`config.mk`:
```
export PLATFORM = sky130hd
export DESIGN_NAME = tm1638_key_reader_flat
export DESIGN_NICKNAME = d
export VERILOG_FILES = /design/src/rtl/tm1638_key_reader_if.sv /design/src/rtl/tm1638_key_reader.sv /design/src/flat_wrapper.sv
export SDC_FILE = /design/constraint.sdc
export NUM_CORES = 1
export LEC_CHECK = 0
export CAP_MARGIN = 30
export CORE_ASPECT_RATIO = 1.75
export CORE_MARGIN = 1.5
export CORE_UTILIZATION = 30
export CTS_CLUSTER_SIZE = 8
export DETAILED_ROUTE_END_ITERATION = 6
export PLACE_DENSITY = 0.52
export SLEW_MARGIN = 40
export SYNTH_ARGS = -nofsm -noshare
export SYNTH_HDL_FRONTEND = slang
export SYNTH_SLANG_ARGS = --single-unit
```
`constraint.sdc`:
```
create_clock -name clk -period 3.35 [get_ports clk]
set_input_delay 0.5025 -clock clk [delete_from_list [all_inputs] [get_ports clk]]
set_output_delay 0.5025 -clock clk [all_outputs]
set_load 0.02 [all_outputs]
```
`src/rtl/tm1638_key_reader_if.sv`:
```
// Pin/handshake bundle for tm1638_key_reader: scan request, shared TM1638 pins and decoded key results.
interface tm1638_key_reader_if;
  localparam int unsigned RAW_W = 32;
  localparam int unsigned KEY_W = 8;

  logic             start;
  logic             busy;
  logic             stb;
  logic             tm_clk;
  logic             dio_out;
  logic             dio_oe;
  logic             dio_in;
  logic [RAW_W-1:0] raw_data;
  logic [KEY_W-1:0] keys;
  logic             key_valid;

  modport slave (
    input  start, dio_in,
    output busy, stb, tm_clk, dio_out, dio_oe, raw_data, keys, key_valid
  );

  modport master (
    output start, dio_in,
    input  busy, stb, tm_clk, dio_out, dio_oe, raw_data, keys, key_valid
  );
endinterface

```
`src/rtl/tm1638_key_reader.sv`:
```
// TM1638 key scanner: issues command 0x42, reads 4 key bytes LSB-first and publishes the decoded 8 keys.
// Optional build macro KEY_DEBOUNCE_EN: keys only update when two consecutive scans decode identically.
module tm1638_key_reader #(
  parameter int unsigned CLK_DIV  = 50,
  parameter int unsigned WAIT_CYC = 200,
  parameter int unsigned GAP_CYC  = 100
) (
  input logic                 clk,
  input logic                 rst,
  tm1638_key_reader_if.slave  bus
);

  localparam int unsigned MAX_A   = (CLK_DIV > WAIT_CYC) ? CLK_DIV : WAIT_CYC;
  localparam int unsigned MAX_CYC = (MAX_A > GAP_CYC) ? MAX_A : GAP_CYC;
  localparam int unsigned CNT_W   = (MAX_CYC > 1) ? $clog2(MAX_CYC) : 1;
  localparam int unsigned BIT_W   = 5;
  localparam int unsigned RAW_W   = 32;
  localparam int unsigned KEY_W   = 8;

  localparam logic [CNT_W-1:0] DIV_LAST  = CNT_W'(CLK_DIV - 1);
  localparam logic [CNT_W-1:0] WAIT_LAST = CNT_W'(WAIT_CYC - 1);
  localparam logic [CNT_W-1:0] GAP_LAST  = CNT_W'(GAP_CYC - 1);
  localparam logic [BIT_W-1:0] CMD_LAST  = BIT_W'(7);
  localparam logic [BIT_W-1:0] READ_LAST = BIT_W'(31);
  localparam logic [7:0]       CMD_READ  = 8'h42;

  typedef enum logic [2:0] {
    S_IDLE, S_SETUP, S_CMD, S_WAIT, S_READ, S_DONE, S_GAP
  } state_t;

  state_t             state;
  logic [CNT_W-1:0]   cnt;
  logic [BIT_W-1:0]   bit_cnt;
  logic [7:0]         cmd_sr;
  logic [RAW_W-1:0]   rx_sr;
  logic               din_meta;
  logic               din_sync;
  logic               stb;
  logic               tm_clk;
  logic               dio_out;
  logic               dio_oe;
  logic               busy;
  logic [RAW_W-1:0]   raw_data;
  logic [KEY_W-1:0]   keys;
  logic               key_valid;
  logic [KEY_W-1:0]   scan_keys_c;
`ifdef KEY_DEBOUNCE_EN
  logic [KEY_W-1:0]   prev_keys;
  logic               prev_vld;
`endif

  assign bus.stb       = stb;
  assign bus.tm_clk    = tm_clk;
  assign bus.dio_out   = dio_out;
  assign bus.dio_oe    = dio_oe;
  assign bus.busy      = busy;
  assign bus.raw_data  = raw_data;
  assign bus.keys      = keys;
  assign bus.key_valid = key_valid;

  // Key i lives in bit0 of byte i, key i+4 in bit4 of byte i.
  always_comb begin
    scan_keys_c = '0;
    for (int i = 0; i < 4; i++) begin
      scan_keys_c[i]     = rx_sr[8*i];
      scan_keys_c[i + 4] = rx_sr[8*i + 4];
    end
  end

  always_ff @(posedge clk or posedge rst) begin
    if (rst) begin
      din_meta <= 1'b0;
      din_sync <= 1'b0;
    end else begin
      din_meta <= bus.dio_in;
      din_sync <= din_meta;
    end
  end

  always_ff @(posedge clk or posedge rst) begin
    if (rst) begin
      state     <= S_IDLE;
      cnt       <= '0;
      bit_cnt   <= '0;
      cmd_sr    <= '0;
      rx_sr     <= '0;
      stb       <= 1'b1;
      tm_clk    <= 1'b1;
      dio_out   <= 1'b1;
      dio_oe    <= 1'b0;
      busy      <= 1'b0;
      raw_data  <= '0;
      keys      <= '0;
      key_valid <= 1'b0;
`ifdef KEY_DEBOUNCE_EN
      prev_keys <= '0;
      prev_vld  <= 1'b0;
`endif
    end else begin
      key_valid <= 1'b0;
      case (state)
        S_IDLE: begin
          if (bus.start) begin
            state   <= S_SETUP;
            stb     <= 1'b0;
            busy    <= 1'b1;
            dio_oe  <= 1'b1;
            dio_out <= 1'b1;
            cnt     <= '0;
            cmd_sr  <= CMD_READ;
          end
        end
        S_SETUP: begin
          if (cnt != DIV_LAST) begin
            cnt <= cnt + CNT_W'(1);
          end else begin
            state   <= S_CMD;
            cnt     <= '0;
            bit_cnt <= '0;
            tm_clk  <= 1'b0;
            dio_out <= cmd_sr[0];
            cmd_sr  <= {1'b0, cmd_sr[7:1]};
          end
        end
        // Data only moves on the falling edge; the chip latches on the rising edge.
        S_CMD: begin
          if (cnt != DIV_LAST) begin
            cnt <= cnt + CNT_W'(1);
          end else begin
            cnt <= '0;
            if (!tm_clk) begin
              tm_clk <= 1'b1;
            end else if (bit_cnt == CMD_LAST) begin
              state  <= S_WAIT;
              dio_oe <= 1'b0;
            end else begin
              bit_cnt <= bit_cnt + BIT_W'(1);
              tm_clk  <= 1'b0;
              dio_out <= cmd_sr[0];
              cmd_sr  <= {1'b0, cmd_sr[7:1]};
            end
          end
        end
        S_WAIT: begin
          if (cnt != WAIT_LAST) begin
            cnt <= cnt + CNT_W'(1);
          end else begin
            state   <= S_READ;
            cnt     <= '0;
            bit_cnt <= '0;
            tm_clk  <= 1'b0;
          end
        end
        // Sample at the very end of the high phase to give the synchronizer the full half period.
        S_READ: begin
          if (cnt != DIV_LAST) begin
            cnt <= cnt + CNT_W'(1);
          end else begin
            cnt <= '0;
            if (!tm_clk) begin
              tm_clk <= 1'b1;
            end else begin
              rx_sr <= {din_sync, rx_sr[RAW_W-1:1]};
              if (bit_cnt == READ_LAST) begin
                state <= S_DONE;
                stb   <= 1'b1;
              end else begin
                bit_cnt <= bit_cnt + BIT_W'(1);
                tm_clk  <= 1'b0;
              end
            end
          end
        end
        S_DONE: begin
          state    <= S_GAP;
          cnt      <= '0;
          raw_data <= rx_sr;
`ifdef KEY_DEBOUNCE_EN
          if (prev_vld && (scan_keys_c == prev_keys)) begin
            keys      <= scan_keys_c;
            key_valid <= 1'b1;
          end
          prev_keys <= scan_keys_c;
          prev_vld  <= 1'b1;
`else
          keys      <= scan_keys_c;
          key_valid <= 1'b1;
`endif
        end
        S_GAP: begin
          if (cnt != GAP_LAST) begin
            cnt <= cnt + CNT_W'(1);
          end else begin
            state <= S_IDLE;
            busy  <= 1'b0;
          end
        end
        default: state <= S_IDLE;
      endcase
    end
  end

endmodule

```
`src/flat_wrapper.sv`:
```
// flat-port wrapper written by rule: the top's interface ports become plain ports
module tm1638_key_reader_flat 
#(
  parameter int unsigned CLK_DIV  = 50,
  parameter int unsigned WAIT_CYC = 200,
  parameter int unsigned GAP_CYC  = 100
)
  (clk, rst, bus_start, bus_dio_in, bus_busy, bus_stb, bus_tm_clk, bus_dio_out, bus_dio_oe, bus_raw_data, bus_keys, bus_key_valid);
  tm1638_key_reader_if bus_i ();
  input logic clk;
  input logic rst;
  input wire logic [$bits(bus_i.start)-1:0] bus_start;
  input wire logic [$bits(bus_i.dio_in)-1:0] bus_dio_in;
  output wire logic [$bits(bus_i.busy)-1:0] bus_busy;
  output wire logic [$bits(bus_i.stb)-1:0] bus_stb;
  output wire logic [$bits(bus_i.tm_clk)-1:0] bus_tm_clk;
  output wire logic [$bits(bus_i.dio_out)-1:0] bus_dio_out;
  output wire logic [$bits(bus_i.dio_oe)-1:0] bus_dio_oe;
  output wire logic [$bits(bus_i.raw_data)-1:0] bus_raw_data;
  output wire logic [$bits(bus_i.keys)-1:0] bus_keys;
  output wire logic [$bits(bus_i.key_valid)-1:0] bus_key_valid;
  assign bus_i.start = bus_start;
  assign bus_i.dio_in = bus_dio_in;
  assign bus_busy = bus_i.busy;
  assign bus_stb = bus_i.stb;
  assign bus_tm_clk = bus_i.tm_clk;
  assign bus_dio_out = bus_i.dio_out;
  assign bus_dio_oe = bus_i.dio_oe;
  assign bus_raw_data = bus_i.raw_data;
  assign bus_keys = bus_i.keys;
  assign bus_key_valid = bus_i.key_valid;
  tm1638_key_reader #(.CLK_DIV(CLK_DIV), .WAIT_CYC(WAIT_CYC), .GAP_CYC(GAP_CYC)) u_core (.clk(clk), .rst(rst), .bus(bus_i));
endmodule
```
==> results.yml, run 1 <==
outcome:
  status: "complete, no violations"
routing:
  dr.pass1.iters: 5
  drt_iter0_drc: 114
  drc: 0
  num_vias: 2939
  wl_per_cell_um: 14.0
  drt-total-wl_mm: 8.71
  viasPerCell: 4.73
  antenna_left: 0
placement:
  routabilityCongestion: 0.774
  hpwl_mm: 5.93
  portBuffers: 49
cells_and_area:
  nFillCells: 1433
  drive_above_1_share_pct: 16.4
  multi_input_comb_area_um2: 1720
  n_antenna_cell: 0
  regArea_um2: 2380
  nNetsFinal: 448
  finish.utilization_pct: 37.1
  syn_to_final_growth_pct: 20.4
pwr:
  ir_worst_vdd_mv: 0.322
  swShare_pct: 34.1
  clkPwrFrac_pct: 30.4
  power_frac_comb_pct: 27.1
  powerDensity_nw_per_um2: 631
  p_sw_mw: 1.12
  leakagePower_nw: 2.50
  p_int_mw: 2.16
  seq_power_share_pct: 42.5
sta:
  hold_viol_final: 0
  slew-limit-headroom_pct: 49.3
  skew_ns: 0.0114
  fmax_mhz: 417
  rsz0062_at_grt: "no"
  post-route-min-period_ns: 2.40
  fin_setup_tns_ns: 0
  maxSlewViolCount: 0
  fin_hold_ws_ns: 0.403
  worst_pin_slew_ns: 0.751
  finalSetupViolCount: 0
  period_share_pct: 71.5
die:
  core_um2: 14000
  initial_core_util_pct: 30.8
  die_h_um: 161
  die-area_um2: 15100
  fp.dieW_um: 93.6
  boundaryPins: 50
  rows: 57
yosys:
  synth.net_count: 412
  ys_ff_latch: 95
  netlist_area_um2: 4310
  netlist_instances: 403
  yosys_warnings: 0
  synth_area_leader_cell: "dfrtp_1"
  synth_area_per_cell_um2: 10.7
  synthTopCellsByCount: "nand2_1, dfrtp_1, mux2_2"
  ys_types: 59
  synth_ff_type: "dfrtp_1"
  async_flop_share_pct: 100
  synthTopCellsByArea: "dfrtp_1, nand2_1, mux2_2"
  synth_most_common_cell: "nand2_1"
  ys_seq_area_share_pct: 55.3
  synth_edf_count: 0
  yosysTopAreaCellShare_pct: 53.5
critical_path:
  crit_path_end_kind: "flop"
  path_max_fanout: 18
  crit_type: "flop to flop"
  cp-start-kind: "flop"
  cp.arrival_ns: 2.65
  crit_required_ns: 3.61
clocking:
  cts_hold_buf: 0
  cts_setup_buffers: 0
  clock_latency_ns: 0.34
  cts_num_sinks: 95
  clk_path_buf_depth: 2
  cts-root-buf: "clkbuf_16"
  cts_resized: 0
  cts_made_buffers: 9
  cts_tree: "yes"
  cts_max_level: 3
  clk_pin_slew_ns: 0.07
grt:
  antenna_found_initial: 0
  grt_pass1_vias: 2968
  grt_overflow: 0
  grt_max_degree: 51
  grt.total_usage_pct: 12.5
  grt_pass1_wl_mm: 15.1
worst_hold_path:
  hold_path.class: "flop to flop"
flow_run:
  drv_cap: 0
-- flip-flops by register name, indices dropped and copies added, names as in the netlist --
register,cells
u_core.din_meta,1
u_core.bus.busy,1
u_core.cnt,8
u_core.bus.dio_out,1
u_core.bus.stb,1
u_core.din_sync,1
u_core.bus.keys,7
u_core.rx_sr,32
u_core.bus.tm_clk,1
u_core.bus.raw_data,25
u_core.state,3
u_core.bus.key_valid,1
u_core.bit_cnt,5
u_core.cmd_sr,7
u_core.bus.dio_oe,1
-- cell usage in the layout (no fill, tap or decap), types with 2 or more instances in the layout --
| cell type | Yosys | routed |
|---|---|---|
| nor2_1 | 20 | 20 |
| a21bo_2 | 2 | 2 |
| o21ai_0 | 13 | 13 |
| and3_1 | 4 | 4 |
| nor2b_1 | 9 | 9 |
| mux2i_1 | 3 | 3 |
| nor3b_1 | 2 | 2 |
| a22o_1 | 3 | 3 |
| clkinvlp_4 | 0 | 2 |
| xor2_1 | 5 | 5 |
| nand4_1 | 3 | 3 |
| nor3_1 | 6 | 6 |
| nand2b_1 | 3 | 3 |
| and4bb_2 | 2 | 2 |
| ha_1 | 5 | 5 |
| mux2_2 | 33 | 33 |
| mux2_4 | 5 | 5 |
| o21bai_1 | 3 | 3 |
| nand2_1 | 112 | 112 |
| clkinv_4 | 0 | 2 |
| dfstp_2 | 3 | 3 |
| inv_1 | 9 | 7 |
| clkbuf_16 | 0 | 9 |
| dfrtp_1 | 92 | 92 |
| clkdlybuf4s50_1 | 0 | 49 |
| buf_4 | 15 | 3 |
| a211oi_1 | 2 | 2 |
| nand3_1 | 5 | 5 |
-- routing by layer --
| metal | track usage [%] | wire length, um |
|---|---|---|
| met1 | 15.9 | 3740 |
| met2 | 20.9 | 4500 |
| met3 | 2.40 | 361 |
| met4 | 4.75 | 112 |
| met5 | 0 | 0 |
-- power by group through the flow --
stage          registers, mW  logic (mW)  clock network, mW
4_1_cts                 1.39       0.896               1.03
3_3_place_gp            1.41       0.877                  0
2_1_floorplan           1.34       0.777                  0
5_1_grt                 1.41        1.00               1.08
3_5_place_dp            1.41       0.892                  0
6_report                1.39       0.887              0.993
-- stage by stage --
step	total power [mW]	instances	setup WS [ns]	cell area, um^2
after floorplan	2.12	403	0.375	4310
after global placement	2.28	605	1.03	4890
after detailed placement	2.30	605	1.03	4890
after CTS	3.31	621	1.06	5180
after global routing	3.49	621	0.768	5180
final	3.27	621	0.954	5180
-- logic make-up after synthesis --
group,count (synthesis),synth area share (%)
XOR/XNOR,6,1.22
AND/OR/NAND/NOR,171,17.5
buffers and inverters,37,4.71
flip-flops,95,55.3
adder cells (fa/ha/maj),5,1.45
multiplexers,41,11.1
AO/OA/AOI/OAI,48,8.72
-- worst max-delay path, stage by stage (launching register included) --
cell and delay (ns):
dfrtp_1 0.67, nand2_1 0.39, a311oi_4 0.56, o21ai_0 0.30
o21bai_1 0.23, o21ai_0 0.16
-- path summary, 6_finish.rpt --
check,start,cells past startpoint,endpoint,slack [ns]
setup / recovery,u_core.state[1],5,u_core.cnt[0],0.95
hold / removal,u_core.din_meta,0,u_core.din_sync,0.40
setup reg to reg,u_core.state[1],5,u_core.cnt[0],0.95
hold reg to reg,u_core.din_meta,0,u_core.din_sync,0.40
max in group asynchronous,rst,3,u_core.bus.stb,2.00
min in group asynchronous,rst,2,u_core.bus.raw_data[7],0.60
-- cell type report --
class	instances	share of cell area, %
timing repair buffer	53	10.3
sequential	95	45.9
inverter	9	0.700
clock inverter	6	1.01
tap	177	4.27
multi-input combinational	271	33.2
clock buffer	10	4.61
Note: power is estimated with default switching activity, not from simulation.
==> inputs of run 2 (changes only) <==
--- a/config.mk
+++ b/config.mk
@@ -11,7 +11,7 @@
 export CORE_UTILIZATION = 30
 export CTS_CLUSTER_SIZE = 8
 export DETAILED_ROUTE_END_ITERATION = 6
-export PLACE_DENSITY = 0.52
+export PLACE_DENSITY = 0.54
 export SLEW_MARGIN = 40
 export SYNTH_ARGS = -nofsm -noshare
 export SYNTH_HDL_FRONTEND = slang
==> constraint.sdc (replaced) <==
create_clock -name clk -period 2.18 [get_ports clk]
set_input_delay 0.327 -clock clk [delete_from_list [all_inputs] [get_ports clk]]
set_output_delay 0.327 -clock clk [all_outputs]
set_load 0.02 [all_outputs]
==> results.yml, run 2 (synthesis gave the netlist of run 1 again) <==
placement:
  portBuffers: 49
  routabilityCongestion: 0.804
  place_ws_ns: -0.0734
  hpwl_mm: 6.16
die:
  core_um2: 14000
  initial_core_util_pct: 30.8
  fp.dieW_um: 93.6
  boundaryPins: 50
  die_h_um: 161
  rows: 57
  die-area_um2: 15100
clocking:
  clock_latency_ns: 0.34
  clk_pin_slew_ns: 0.07
  cts_max_level: 3
  clk_path_buf_depth: 2
  cts-root-buf: "clkbuf_16"
  cts_tree: "yes"
  cts_num_sinks: 95
  cts_made_buffers: 9
critical_path:
  ff2ff_setup_slack_ns: 0.07
  startpoint: "u_core.bit_cnt[0]"
  crit-reg2reg-launch: "u_core.bit_cnt[0]"
  crit_required_ns: 2.40
  path_max_fanout: 5
  r2r_cells: 8
  cp-endpoint: "u_core.bit_cnt[2]"
  cp.arrival_ns: 2.34
  crit_path_end_kind: "flop"
  rr_endpoint: "u_core.bit_cnt[2]"
  crit_type: "flop to flop"
  cp-start-kind: "flop"
worst_hold_path:
  hold_path.class: "input pin to asynchronous set/reset pin"
pwr:
  leakagePower_nw: 2.60
  ir_worst_vdd_mv: 0.547
  powerDensity_nw_per_um2: 1010
routing:
  drc: 0
  drt-total-wl_mm: 8.68
  wl_per_cell_um: 13.6
  dr.pass1.iters: 4
  drt_iter0_drc: 114
  viasPerCell: 4.77
  antenna_left: 0
  num_vias: 3031
grt:
  antenna_found_initial: 0
  grt.total_usage_pct: 12.2
  grt_max_degree: 48
  grt_pass1_vias: 3118
  grt_overflow: 0
  grt_pass1_wl_mm: 14.6
sta:
  worst_pin_slew_ns: 0.544
  post-route-min-period_ns: 2.11
  maxSlewViolCount: 0
  hold_viol_final: 0
  fin_hold_ws_ns: 0.388
  period_share_pct: 96.9
  fmax_mhz: 473
  slew-limit-headroom_pct: 63.7
  fin_setup_tns_ns: 0
  skew_ns: 0.00777
  finalSetupViolCount: 0
  setup_slack_ns: 0.0672
cells_and_area:
  layout_commonest_cell: "nand2_1"
  largest_register_ffs: 32
  largest_register: "u_core.rx_sr"
  n_antenna_cell: 0
  nNetsFinal: 463
  final_cell_mix: "nand2_1, dfrtp_1, clkdlybuf4s50_1"
  reg_top3: "u_core.rx_sr x32, u_core.bus.raw_data x25, u_core.cnt x8"
  syn_to_final_growth_pct: 24.7
  finish.utilization_pct: 38.4
  nFillCells: 1428
  drive_above_1_share_pct: 19.8
flow_run:
  drv_cap: 0
outcome:
  status: "complete, no violations"
## run 2: cell count changes in the layout (fill, tap and decap cells not counted), sizes merged
| cell | change |
|---|---|
| inv | -1 |
| buf | +15 |
| clkinv | -1 |
| bufinv | +2 |
## run 2: stage by stage
stage	cell area, um^2	total power [mW]	std cells
2_1_floorplan	4310	3.26	403
3_3_place_gp	5020	3.66	619
3_5_place_dp	5020	3.70	619
4_1_cts	5360	5.45	635
5_1_grt	5370	5.74	636
6_report	5370	5.42	636
## run 2: per-layer routing
metal  GRT usage [%]  vias to the layer above  part of all wire, %
met1            13.4                     1507                   42
met2            21.8                       64                   54
li1                -                     1454                    -
met4            5.09                        0                 0.91
met5               0                        -                    0
met3            2.97                        6                  3.5
## run 2: worst min path at each step
stage	cells past startpoint	slack, ns	end
2_1_floorplan	0	0.33	u_core.din_sync
3_3_place_gp	0	0.38	u_core.din_sync
3_5_place_dp	0	0.37	u_core.din_sync
4_1_cts	0	0.39	u_core.din_sync
5_1_grt	0	0.41	u_core.din_sync
6_report	2	0.39	u_core.rx_sr[6]
## run 2: area by class of cell
class / instances / area (um^2) / share of cell area, %
clock buffer: 10 / 239 / 4.45
timing repair buffer: 68 / 671 / 12.5
inverter: 9 / 37.5 / 0.699
tap: 177 / 221 / 4.12
sequential: 95 / 2380 / 44.3
multi-input combinational: 271 / 1730 / 32.2
clock inverter: 6 / 90.1 / 1.68
## run 2: where the power goes
part           switching (mW)  internal [mW]  total (mW)
registers               0.160           1.93        2.09
clock network           0.672           1.04        1.71
logic                   0.903          0.710        1.61
## run 2: worst max-delay path: stages, from the launching register on
cell and delay (ns):
dfrtp_1 0.41, ha_1 0.25, and3_1 0.21, ha_1 0.20
nor2b_1 0.11, nand4_1 0.12, a21boi_2 0.26, o311ai_0 0.18
a22o_1 0.27
## run 2: timing repair
item / 4_1_cts / 5_1_grt
hold buffers: 0 / 0
buffers inserted: 0 / 1
pin swaps: 0 / 2
gates resized for setup: 1 / 3
setup endpoints to repair: 3 / 8
==> inputs of run 3 (changes only) <==
--- a/config.mk
+++ b/config.mk
@@ -12,6 +12,7 @@
 export CTS_CLUSTER_SIZE = 8
 export DETAILED_ROUTE_END_ITERATION = 6
 export PLACE_DENSITY = 0.54
+export SETUP_SLACK_MARGIN = 0.4
 export SLEW_MARGIN = 40
 export SYNTH_ARGS = -nofsm -noshare
 export SYNTH_HDL_FRONTEND = slang
==> results.yml, run 3 (synthesis gave the netlist of run 1 again) <==
outcome:
  status: "complete, no violations"
critical_path:
  ff2ff_setup_slack_ns: 0.12
  crit_required_ns: 2.46
  crit_type: "flop to flop"
  cp.arrival_ns: 2.34
  path_max_fanout: 6
  crit-reg2reg-launch: "u_core.cnt[0]"
  cp-start-kind: "flop"
  startpoint: "u_core.cnt[0]"
  critPathSlowestCell: "dfrtp_1"
  crit_path_end_kind: "flop"
  path_cells: "ha_2, and4bb_2, a311o_1, a21boi_4, buf_4, nand4_1, a21bo_2"
  slowest_delay_ns: 0.39
sta:
  skew_ns: 0.00629
  fin_setup_tns_ns: 0
  rsz0062_at_grt: "yes"
  slew-limit-headroom_pct: 64.6
  post-route-min-period_ns: 2.06
  maxSlewViolCount: 0
  finalSetupViolCount: 0
  setup_slack_ns: 0.118
  fin_hold_ws_ns: 0.369
  worst_pin_slew_ns: 0.525
  period_share_pct: 94.6
  hold_viol_final: 0
  fmax_mhz: 485
die:
  die-area_um2: 15100
  initial_core_util_pct: 30.8
  boundaryPins: 50
  rows: 57
  fp.dieW_um: 93.6
  die_h_um: 161
  core_um2: 14000
cells_and_area:
  final_cell_area_um2: 5740
  drive_above_1_share_pct: 27.6
  final_cell_mix: "nand2_1, dfrtp_1, clkdlybuf4s50_1"
  largest_register_ffs: 32
  n_antenna_cell: 0
  regArea_um2: 2380
  syn_to_final_growth_pct: 33.4
  finish.utilization_pct: 41.1
  largest_register: "u_core.rx_sr"
  final_cells: 656
  layout_commonest_cell: "nand2_1"
  reg_top3: "u_core.rx_sr x32, u_core.bus.raw_data x25, u_core.cnt x8"
  nFillCells: 1411
  nNetsFinal: 484
  multi_input_comb_area_um2: 1890
pwr:
  seq_power_share_pct: 36.2
  power_frac_comb_pct: 36.3
  powerDensity_nw_per_um2: 1020
  ir_worst_vdd_mv: 0.725
  p_int_mw: 3.84
  clkPwrFrac_pct: 27.5
  p_sw_mw: 2.00
  power_mw: 5.84
  leakagePower_nw: 2.76
  swShare_pct: 34.2
grt:
  grt_pass1_vias: 3393
  grt_overflow: 0
  grt.total_usage_pct: 14.3
  grt_max_degree: 69
  grt_pass1_wl_mm: 17.0
  antenna_found_initial: 0
routing:
  dr.pass1.iters: 4
  viasPerCell: 4.73
  drt_iter0_drc: 86
  antenna_left: 0
  drc: 0
  drt-total-wl_mm: 9.85
  wl_per_cell_um: 15.0
  num_vias: 3106
clocking:
  cts_num_sinks: 95
  cts_max_level: 3
  cts_made_buffers: 9
  cts_hold_buf: 0
  cts-root-buf: "clkbuf_16"
  clk_path_buf_depth: 2
  cts_tree: "yes"
  clock_latency_ns: 0.34
  clk_pin_slew_ns: 0.07
placement:
  place_area_um2: 5110
  portBuffers: 49
  dp_cells: 621
  place_ws_ns: 0.0497
  routabilityCongestion: 0.842
  hpwl_mm: 6.35
flow_run:
  drv_cap: 0
worst_hold_path:
  hold_path.class: "flop to flop"
  min_from: "u_core.din_meta"
## run 3: cell types whose count changed in the layout (fill, tap and decap cells not counted), moves of 3 or more
cell | before | now
buf_4 | 16 | 30
nor3_1 | 6 | 2
buf_16 | 0 | 3
buf_6 | 0 | 3
clkdlybuf4s50_1 | 49 | 46
dlygate4sd2_1 | 0 | 3
ha_1 | 4 | 1
nor3_2 | 0 | 3
## run 3: area by class of cell
cell class | instances | area share (%)
multi-input combinational | 271 | 32.9
clock inverter | 5 | 1.11
tap | 177 | 3.86
clock buffer | 10 | 4.16
inverter | 9 | 0.653
timing repair buffer | 89 | 15.8
sequential | 95 | 41.5
## run 3: repair_timing
| action | 4_1_cts | 5_1_grt |
|---|---|---|
| gates cloned | 3 | 0 |
| hold endpoints to repair | 0 | 0 |
| buffers inserted | 14 | 3 |
| setup endpoints to repair | 61 | 91 |
| pin swaps | 8 | 9 |
| gates resized for setup | 24 | 6 |
## run 3: final timing paths
path,endpoint,depth (start not counted)
max,u_core.bit_cnt[1],7
min,u_core.din_sync,0
max reg2reg,u_core.bit_cnt[1],7
min reg2reg,u_core.din_sync,0
max in group asynchronous,u_core.state[0],3
min in group asynchronous,u_core.bus.raw_data[5],3
## run 3: power by group through the flow
| stage | sequential [mW] | combinational [mW] | clock, mW |
|---|---|---|---|
| 2_1_floorplan | 2.07 | 1.28 | 0 |
| 3_3_place_gp | 2.13 | 1.62 | 0 |
| 3_5_place_dp | 2.13 | 1.65 | 0 |
| 4_1_cts | 2.10 | 1.98 | 1.65 |
| 5_1_grt | 2.14 | 2.31 | 1.73 |
| 6_report | 2.11 | 2.12 | 1.61 |
## run 3: metal layers
| metal | vias up | share of wire (%) | track usage (%) |
|---|---|---|---|
| met1 | 1526 | 40 | 16.5 |
| li1 | 1498 | - | - |
| met3 | 20 | 2.9 | 2.87 |
| met5 | - | 0 | 0 |
| met4 | 0 | 2.7 | 5.83 |
| met2 | 62 | 54 | 25.3 |
## run 3: worst max-delay path: cells and delay by family, from the launching register on
| family | cells | cell delay (ns) |
|---|---|---|
| and+or+nand+nor | 2 | 0.39 |
| AOI/OAI and AO/OA | 3 | 0.87 |
| adders and majority gates | 1 | 0.20 |
| buffers and inverters | 1 | 0.16 |
| DFF | 1 | 0.39 |
